**src/rtl/line_draw_if.sv**
```systemverilog
// -----------------------------------------------------------------------------
// line_draw_if
// Purpose : Bundles the endpoint/request inputs and the pixel-stream outputs
//           of the line_draw rasteriser into a single interface.
// Signals : x1, y1, x2, y2  - unsigned line endpoints (driven by the bus side)
//           DataValid        - request level; a rising edge starts a line
//           PixelReady       - downstream accepts the presented pixel
//           px, py           - current pixel coordinate
//           PixelValid       - px/py carry a valid pixel
//           Busy             - rasteriser is not idle
//           Done             - one-cycle pulse after the last pixel
//           Overrun          - sticky: a request arrived while busy
// Modports: master - the side that supplies endpoints and consumes pixels
//           slave  - the line_draw block itself
// -----------------------------------------------------------------------------
interface line_draw_if #(
  parameter int COORD_W = 9
);
  logic [COORD_W-1:0] x1;
  logic [COORD_W-1:0] y1;
  logic [COORD_W-1:0] x2;
  logic [COORD_W-1:0] y2;
  logic               DataValid;
  logic               PixelReady;
  logic [COORD_W-1:0] px;
  logic [COORD_W-1:0] py;
  logic               PixelValid;
  logic               Busy;
  logic               Done;
  logic               Overrun;

  modport master (
    output x1, y1, x2, y2, DataValid, PixelReady,
    input  px, py, PixelValid, Busy, Done, Overrun
  );

  modport slave (
    input  x1, y1, x2, y2, DataValid, PixelReady,
    output px, py, PixelValid, Busy, Done, Overrun
  );
endinterface

```
**src/rtl/line_draw.sv**
```systemverilog
// -----------------------------------------------------------------------------
// line_draw
// Purpose : Bresenham line rasteriser. A rising edge on DataValid captures the
//           endpoints; the block then streams every pixel of the line from
//           (x1,y1) to (x2,y2) with a valid/ready handshake and pulses Done
//           once the last pixel has been accepted.
// Ports   : HCLK    - clock, all state changes on the rising edge
//           HRESET  - synchronous active-high reset
//           bus     - line_draw_if.slave (endpoints, request, pixel stream,
//                     status flags)
// -----------------------------------------------------------------------------
module line_draw #(
  parameter int COORD_W = 9
) (
  input logic        HCLK,
  input logic        HRESET,
  line_draw_if.slave bus
);

  // dx/dy need one magnitude bit above the coordinate plus a sign bit;
  // err/e2 need one more so that 2*err and err+dx+dy cannot overflow.
  localparam int DW = COORD_W + 2;
  localparam int EW = COORD_W + 3;

  typedef enum logic [1:0] {
    ST_IDLE  = 2'd0,
    ST_SETUP = 2'd1,
    ST_DRAW  = 2'd2,
    ST_DONE  = 2'd3
  } state_t;

  state_t r_state;
  state_t w_state_nxt;

  logic               r_dv;
  logic               r_arm;
  logic [COORD_W-1:0] r_x1;
  logic [COORD_W-1:0] r_y1;
  logic [COORD_W-1:0] r_x2;
  logic [COORD_W-1:0] r_y2;
  logic [COORD_W-1:0] r_x;
  logic [COORD_W-1:0] r_y;
  logic signed [DW-1:0] r_dx;
  logic signed [DW-1:0] r_dy;
  logic signed [EW-1:0] r_err;
  logic               r_sx_neg;
  logic               r_sy_neg;
  logic               r_pv;
  logic               r_busy;
  logic               r_done;
  logic               r_ovr;

  logic               w_req;
  logic               w_accept;
  logic               w_last;
  logic               w_sx_neg;
  logic               w_sy_neg;
  logic [COORD_W-1:0] w_dx_mag;
  logic [COORD_W-1:0] w_dy_mag;
  logic signed [DW-1:0] w_dx_s;
  logic signed [DW-1:0] w_dy_s;
  logic signed [EW-1:0] w_err_init;
  logic signed [EW-1:0] w_dx_e;
  logic signed [EW-1:0] w_dy_e;
  logic signed [EW-1:0] w_e2;
  logic               w_step_x;
  logic               w_step_y;
  logic signed [EW-1:0] w_err_nxt;

  // r_arm stays low after reset until DataValid has been seen low, so a level
  // left high across reset cannot masquerade as a fresh rising edge.
  assign w_req    = bus.DataValid & ~r_dv & r_arm;
  assign w_accept = r_pv & bus.PixelReady;
  assign w_last   = (r_x == r_x2) && (r_y == r_y2);

  // Setup-time geometry from the captured endpoints.
  assign w_sx_neg   = (r_x2 < r_x1);
  assign w_sy_neg   = (r_y2 < r_y1);
  assign w_dx_mag   = w_sx_neg ? (r_x1 - r_x2) : (r_x2 - r_x1);
  assign w_dy_mag   = w_sy_neg ? (r_y1 - r_y2) : (r_y2 - r_y1);
  assign w_dx_s     = $signed({2'b00, w_dx_mag});
  assign w_dy_s     = -$signed({2'b00, w_dy_mag});
  assign w_err_init = $signed({w_dx_s[DW-1], w_dx_s}) + $signed({w_dy_s[DW-1], w_dy_s});

  // Per-pixel step decision; both axes use the same pre-update e2.
  assign w_dx_e    = $signed({r_dx[DW-1], r_dx});
  assign w_dy_e    = $signed({r_dy[DW-1], r_dy});
  assign w_e2      = $signed({r_err[EW-2:0], 1'b0});
  assign w_step_x  = (w_e2 >= w_dy_e);
  assign w_step_y  = (w_e2 <= w_dx_e);
  assign w_err_nxt = r_err + (w_step_x ? w_dy_e : {EW{1'b0}})
                           + (w_step_y ? w_dx_e : {EW{1'b0}});

  // Next-state decode for the line sequencer.
  always_comb begin
    w_state_nxt = r_state;
    case (r_state)
      ST_IDLE: begin
        if (w_req) begin
          w_state_nxt = ST_SETUP;
        end else begin
          w_state_nxt = ST_IDLE;
        end
      end
      ST_SETUP: w_state_nxt = ST_DRAW;
      ST_DRAW: begin
        if (w_accept && w_last) begin
          w_state_nxt = ST_DONE;
        end else begin
          w_state_nxt = ST_DRAW;
        end
      end
      ST_DONE: w_state_nxt = ST_IDLE;
      default: w_state_nxt = ST_IDLE;
    endcase
  end

  // State register, request edge detector and registered status outputs.
  always_ff @(posedge HCLK) begin
    if (HRESET) begin
      r_state <= ST_IDLE;
      r_dv    <= 1'b0;
      r_arm   <= 1'b0;
      r_pv    <= 1'b0;
      r_busy  <= 1'b0;
      r_done  <= 1'b0;
      r_ovr   <= 1'b0;
    end else begin
      r_state <= w_state_nxt;
      r_dv    <= bus.DataValid;
      r_arm   <= r_arm | ~bus.DataValid;
      r_pv    <= (w_state_nxt == ST_DRAW);
      r_busy  <= (w_state_nxt != ST_IDLE);
      r_done  <= (w_state_nxt == ST_DONE);
      // Includes the DONE cycle, whose successor is IDLE but is still busy.
      if (w_req && (r_state != ST_IDLE)) begin
        r_ovr <= 1'b1;
      end
    end
  end

  // Endpoint capture and Bresenham datapath.
  always_ff @(posedge HCLK) begin
    if (HRESET) begin
      r_x1     <= {COORD_W{1'b0}};
      r_y1     <= {COORD_W{1'b0}};
      r_x2     <= {COORD_W{1'b0}};
      r_y2     <= {COORD_W{1'b0}};
      r_x      <= {COORD_W{1'b0}};
      r_y      <= {COORD_W{1'b0}};
      r_dx     <= {DW{1'b0}};
      r_dy     <= {DW{1'b0}};
      r_err    <= {EW{1'b0}};
      r_sx_neg <= 1'b0;
      r_sy_neg <= 1'b0;
    end else begin
      case (r_state)
        ST_IDLE: begin
          if (w_req) begin
            r_x1 <= bus.x1;
            r_y1 <= bus.y1;
            r_x2 <= bus.x2;
            r_y2 <= bus.y2;
          end
        end
        ST_SETUP: begin
          r_dx     <= w_dx_s;
          r_dy     <= w_dy_s;
          r_err    <= w_err_init;
          r_sx_neg <= w_sx_neg;
          r_sy_neg <= w_sy_neg;
          r_x      <= r_x1;
          r_y      <= r_y1;
        end
        ST_DRAW: begin
          // The walk stops on the endpoint, so x/y never step past it.
          if (w_accept && !w_last) begin
            r_err <= w_err_nxt;
            if (w_step_x) begin
              r_x <= r_sx_neg ? (r_x - 1'b1) : (r_x + 1'b1);
            end
            if (w_step_y) begin
              r_y <= r_sy_neg ? (r_y - 1'b1) : (r_y + 1'b1);
            end
          end
        end
        default: begin
        end
      endcase
    end
  end

  assign bus.px         = r_x;
  assign bus.py         = r_y;
  assign bus.PixelValid = r_pv;
  assign bus.Busy       = r_busy;
  assign bus.Done       = r_done;
  assign bus.Overrun    = r_ovr;

endmodule

```
**src/flat_wrapper.sv**
```systemverilog
// flat-port wrapper written by rule: the top's interface ports become plain ports
module line_draw_flat 
#(
  parameter int COORD_W = 9
)
  (HCLK, HRESET, bus_x1, bus_y1, bus_x2, bus_y2, bus_DataValid, bus_PixelReady, bus_px, bus_py, bus_PixelValid, bus_Busy, bus_Done, bus_Overrun);
  line_draw_if #(.COORD_W(COORD_W)) bus_i ();
  input logic HCLK;
  input logic HRESET;
  input wire logic [$bits(bus_i.x1)-1:0] bus_x1;
  input wire logic [$bits(bus_i.y1)-1:0] bus_y1;
  input wire logic [$bits(bus_i.x2)-1:0] bus_x2;
  input wire logic [$bits(bus_i.y2)-1:0] bus_y2;
  input wire logic [$bits(bus_i.DataValid)-1:0] bus_DataValid;
  input wire logic [$bits(bus_i.PixelReady)-1:0] bus_PixelReady;
  output wire logic [$bits(bus_i.px)-1:0] bus_px;
  output wire logic [$bits(bus_i.py)-1:0] bus_py;
  output wire logic [$bits(bus_i.PixelValid)-1:0] bus_PixelValid;
  output wire logic [$bits(bus_i.Busy)-1:0] bus_Busy;
  output wire logic [$bits(bus_i.Done)-1:0] bus_Done;
  output wire logic [$bits(bus_i.Overrun)-1:0] bus_Overrun;
  assign bus_i.x1 = bus_x1;
  assign bus_i.y1 = bus_y1;
  assign bus_i.x2 = bus_x2;
  assign bus_i.y2 = bus_y2;
  assign bus_i.DataValid = bus_DataValid;
  assign bus_i.PixelReady = bus_PixelReady;
  assign bus_px = bus_i.px;
  assign bus_py = bus_i.py;
  assign bus_PixelValid = bus_i.PixelValid;
  assign bus_Busy = bus_i.Busy;
  assign bus_Done = bus_i.Done;
  assign bus_Overrun = bus_i.Overrun;
  line_draw #(.COORD_W(COORD_W)) u_core (.HCLK(HCLK), .HRESET(HRESET), .bus(bus_i));
endmodule
```
**config.mk**
```make
export PLATFORM = sky130hd
export DESIGN_NAME = line_draw_flat
export DESIGN_NICKNAME = d
export VERILOG_FILES = /design/src/rtl/line_draw_if.sv /design/src/rtl/line_draw.sv /design/src/flat_wrapper.sv
export SDC_FILE = /design/constraint.sdc
export NUM_CORES = 1
export LEC_CHECK = 0
export ABC_AREA = 1
export CAP_MARGIN = 0
export CORE_MARGIN = 4
export CORE_UTILIZATION = 30
export CTS_CLUSTER_DIAMETER = 100
export DETAILED_ROUTE_END_ITERATION = 10
export SLEW_MARGIN = 40
export SYNTH_ARGS = -nofsm -noshare
export SYNTH_HDL_FRONTEND = slang
export SYNTH_SLANG_ARGS = --single-unit
```
**constraint.sdc**
```tcl
create_clock -name HCLK -period 7.2 [get_ports HCLK]
set_clock_uncertainty 0.05 [all_clocks]
set_input_delay 0.72 -clock HCLK [delete_from_list [all_inputs] [get_ports HCLK]]
set_output_delay 0.72 -clock HCLK [all_outputs]
set_load 0.03 [all_outputs]
```
# Yosys cells after proc, flatten, opt, wreduce, memory -nomap -nowiden
# Cells that the tools add are included.
[totals] ff_bits=96 in_bits=40 output_inout_bits=22 wordCells=80
[op_classes] n_addsub=12 n_lt_le_gt_ge=4 eq_ne=10 n_mux=17 bitwise=6 n_reduce_logical=13
[op_table] cell="$mux W9" count=9
[op_table] cell="$pmux W9 S2" count=2
[op_table] cell="$sub A9 B9 Y9" count=4
[op_table] cell="$add A12 B12 Y12" count=2
[op_table] cell="$mux W12" count=2
[op_table] cell="$pmux W12 S2" count=1
[op_table] cell="$add A9 B1 Y9 const B" count=2
[op_table] cell="$eq A9 B9 Y1" count=2
[op_table] cell="$lt A9 B9 Y1" count=2
[op_table] cell="$sub A9 B1 Y9 const B" count=2
[op_table] cell="$add A10 B11 Y12" count=1
[op_table] cell="$ge A12 B11 Y1" count=1
[op_table] cell="$le A12 B10 Y1" count=1
[op_table] cell="$neg A9 Y11" count=1
[op_table] cell="$eq A2 B2 Y1 const B" count=4
[op_table] cell="$pmux W2 S4" count=1
[op_table] cell="$ne A2 B1 Y1 const B" count=3
[op_table] cell="$reduce_and A3 Y1" count=2
[op_table] cell="$reduce_bool A2 Y1" count=3
[op_table] cell="$logic_and A1 B1 Y1" count=4
[op_table] cell="$reduce_and A2 Y1" count=2
[op_table] cell="$and A1 B1 Y1" count=3
[op_table] cell="$eq A2 B1 Y1 const B" count=1
[op_table] cell="$logic_not A2 Y1" count=1
[op_table] cell="4 further kinds" count=6

# Depth between registers and ports, before layout
[depth] ltp_word=6 mapped_depth=28 ltp_nobuf=27

# Worst setup path before layout
# OpenSTA, ideal clock, no wires.
[synth_timing] path_kind="reg2reg" startpoint="reg u_core.r_dy[10]" endpoint="reg u_core.r_err[9]" setup_time_ns=0.070 t_arrival_ns=3.418 required_time_ns=7.080 slack_ns=3.662 stages_incl_launch_ff=23 path_buffers=1 synth_period_minus_slack_ns=3.538 path_cell_list="dfxtp_1 inv_1 ha_1 nand2_1 nor2_1 nor2b_1 nand2_1 nand3_1 nand2_1 nand2_1 buf_4 nand2_1 fa_1 inv_1 ha_1 inv_1 fa_1 o21ai_0 nand4_1 o211ai_1 xor2_1 a21oi_1 a21oi_1"
[synth_via] elab_chain_cells=6
[synth_rtl] element="start, declared" line_no="line_draw.sv:44" text="logic signed [DW-1:0] r_dy;"
[synth_rtl] element="start signal, assigned" line_no="line_draw.sv:152" text="r_dy <= {DW{1'b0}};"
[synth_rtl] element="start signal, assigned" line_no="line_draw.sv:168" text="r_dy <= w_dy_s;"
[synth_rtl] element="$ge A12 B11 Y1" line_no="line_draw.sv:89" text="assign w_step_x = (w_e2 >= w_dy_e);"
[synth_rtl] element="$mux W12" line_no="line_draw.sv:91" text="assign w_err_nxt = r_err + (w_step_x ? w_dy_e : {EW{1'b0}})"
[synth_rtl] element="$add A12 B12 Y12" line_no="line_draw.sv:91"
[synth_rtl] element="$add A12 B12 Y12" line_no="line_draw.sv:92" text="+ (w_step_y ? w_dx_e : {EW{1'b0}});"
[synth_rtl] element="$mux W12" line_no="line_draw.sv:177" text="if (w_accept && !w_last) begin"
[synth_rtl] element="$pmux W12 S2" line_no="line_draw.sv:157" text="case (r_state)"
[synth_rtl] element="end signal, assigned" line_no="line_draw.sv:153" text="r_err <= {EW{1'b0}};"
[synth_rtl] element="end signal, assigned" line_no="line_draw.sv:169" text="r_err <= w_err_init;"
[synth_rtl] element="end signal, assigned" line_no="line_draw.sv:178" text="r_err <= w_err_nxt;"
[synth_rtl] element="end, declared" line_no="line_draw.sv:45" text="logic signed [EW-1:0] r_err;"
# Every way passes these cells. The select of a mux whose other input is x is not followed.
# A chain may end at the register's enable or synchronous reset.

# Worst setup path in the final report
# Ends and elaborated chain as after synthesis.

==> results.toml <==
[run_status]
outcome = "complete, no violations"

[grt]
use_met3_pct = 1.265
grt.busiest_layer = "met2"
grt_pass1_wl_mm = 37.34
track_usage_pct = 14.83
grt_pass1_vias = 7572
met1_usage_pct = 19.44
grt_overflow = 0
use_met2_pct = 25.98
grt_max_degree = 79
grt_antenna_before_repair = 0

[clocking]
clock_latency_ns = 0.36
cts.sinks = 95
clkSlewWorstSetupHoldPaths_ns = 0.07
cts.root.buffer_cell = "clkbuf_16"
post_cts_buffers = 0
cts_tree = "built"
holdBufCountCts = 0
cts.path.max_buffers = 2
post_cts_resized = 0
cts-htree-levels = 3
cts_made_buffers = 9

[pwr]
p_seq_share_pct = 24.3
swShare_pct = 45.67
switchingPower_mw = 1.128
ir_worst_vdd_mv = 0.1341
clkPwrFrac_pct = 21.8
pwr_density_cell_nw_per_um2 = 261.5
power_frac_comb_pct = 53.9
p_leak_nw = 4.577
p_int_mw = 1.342

[synth]
synth_top_area_cell = "dfxtp_1"
syn_inst = 1232
seq_area_frac_synth_pct = 23.10
ys_ff_latch = 95
synth.avg_cell_area_um2 = 6.682
netlist_area_um2 = 8232
post-synth-top-count-cell = "nand2_1"
synthFlopType = "dfxtp_1"
synth_top_area_share_pct = 23.10
synthTopCellsByCount = "nand2_1 (264), inv_1 (202), a21oi_1 (131), o21ai_0 (118), dfxtp_1 (95)"
synth_cell_types = 49
synth_edf_count = 0
yosys-top-cells-area = "dfxtp_1 (23%), ha_1 (14%), nand2_1 (12%)"
yosysWarnings = 0
synthArstFlopShare_pct = 0
synthesis.nets = 1379

[die]
initial_utilization_pct = 30.54
core_area_um2 = 26950
rows = 60
ios = 62
die_w_um = 173.6
chipHeight_um = 173.6
design.die.area_um2 = 30150

[finish]
fin_cells = 1617
fin_nets = 1418
final_layout_size_suffix_gt1_share_pct = 4.624
diodes = 0
area_delta_synth_final_pct = 14.76

[route]
drc = 0
first_pass_iters = 8
viasPerCell = 4.765
ant_nets = 0
drt-initial-drc-count = 453
num_vias = 7705
totalWireLength_mm = 22.36
wl_per_cell_um = 13.83

[timing]
setup-tns-final_ns = 0
slew_headroom_pct = 50.83
setup_viol = 0
hold_ws_ns = 0.4131
fin_crit_ns = 4.127
fmax_mhz = 242.3
rsz0062_at_grt = "false"
finalCritPeriodShare_pct = 57.32
final_hold_viol_count = 0
layout_setup_ws_ns = 3.073
worstMarginPinSlew_ns = 0.7376
slew_viol_final = 0

[worst_setup_path]
crit_type = "reg2reg"
endpoint_kind = "flip-flop"
start_kind = "flip-flop"
cp_max_fo = 12
crit_required_ns = 7.43
arrival_ns = 4.36

[placed_design]
place_hpwl_mm = 17.38
portBuffers = 61
post-place-ws_ns = 3.109
gp_congestion = 0.8643
dpl.cell_count = 1601

[job]
max_cap_viol_count = 0

[worst_hold_path]
holdCritPathClass = "reg2reg"
==> state kept, by name, summed over array words and instances, names as in the netlist, 2 cells and up <==
register        count
u_core.r_err       11
u_core.bus.py       9
u_core.r_x2         9
u_core.r_y2         9
u_core.bus.px       9
u_core.r_dx         9
u_core.r_x1         9
u_core.r_state      2
u_core.r_y1         9
u_core.r_dy        11
==> through the flow <==
step	power, mW	utilization (%)	instance area (um2)
floorplan	1.611	-	8232
global placement	1.928	33.86	9125
detailed placement	1.932	33.86	9125
CTS	2.480	35.05	9447
global route	2.685	35.05	9447
finish	2.470	35.05	9447
==> critical path, stage by stage, from the launching register on <==
cell and delay [ns]:
dfxtp_1 0.37, inv_1 0.07, ha_1 0.33, nand2_1 0.09, nor2_1 0.14, nor2b_1 0.14
nand2_1 0.08, nand3_1 0.07, nand2_1 0.05, nand2_1 0.33, nand2_1 0.13, fa_1 0.44
inv_1 0.07, ha_1 0.20, inv_1 0.08, fa_1 0.40, o21ai_0 0.35, nand4_1 0.14
o211ai_1 0.13, xor2_1 0.16, a21oi_1 0.08, a21oi_1 0.15
==> cell families (layout without fill, tap and decap cells) <==
family	Yosys count	in the layout	synth area share [%]
fa+ha+maj	107	107	17.81
compound gates	277	277	18.00
simple gates	462	462	24.44
xor+xnor	45	45	4.879
buf+inv	246	290	11.76
flops	95	95	23.10
==> area by class of cell <==
type	count	area, um2
Clock buffer	10	229.0
Clock inverter	6	92.59
Fill cell	2849	17500
Inverter	207	777.0
Multi-Input combinational cell	891	5364
Sequential cell	95	1902
Tap cell	341	426.7
Timing Repair Buffer	67	655.6
==> routing by layer <==
metal,part of all wire [%],up-vias,wire (um)
met5,0,-,0
met4,1.6,0,364
met3,2.8,22,629
met2,48,153,10680
met1,48,3493,10680
li1,-,4037,-
==> power groups by stage <==
stage | Combinational (mW) | Clock (mW) | Sequential (mW)
floorplan | 0.995 | 0 | 0.616
global placement | 1.32 | 0 | 0.611
detailed placement | 1.32 | 0 | 0.611
CTS | 1.33 | 0.550 | 0.599
global route | 1.52 | 0.564 | 0.604
finish | 1.33 | 0.539 | 0.599
==> layout by cell type, fill, tap and decap left out, types with 8 or more instances in the layout <==
| master | netlist | layout |
|---|---|---|
| dfxtp_1 | 95 | 95 |
| ha_1 | 90 | 90 |
| xor2_1 | 31 | 31 |
| nand3_1 | 48 | 48 |
| o21ai_0 | 118 | 118 |
| nor2_1 | 89 | 89 |
| fa_1 | 17 | 17 |
| xnor2_1 | 13 | 13 |
| nor3_1 | 8 | 8 |
| nand4_1 | 19 | 19 |
| clkdlybuf4s50_1 | 0 | 61 |
| nand2_1 | 264 | 263 |
| inv_1 | 202 | 201 |
| a21oi_1 | 131 | 131 |
| clkbuf_16 | 0 | 9 |
| nand2_2 | 12 | 13 |
==> worst paths after layout <==
check / from / to / slack, ns / cells past startpoint
worst max-delay path: u_core.r_dy[10] / u_core.r_err[9] / 3.07 / 21
worst min register to register: u_core.r_arm / u_core.r_arm / 0.41 / 2
worst min-delay path: u_core.r_arm / u_core.r_arm / 0.41 / 2
worst max register to register: u_core.r_dy[10] / u_core.r_err[9] / 3.07 / 21
Note: power is estimated with default switching activity, not from simulation.
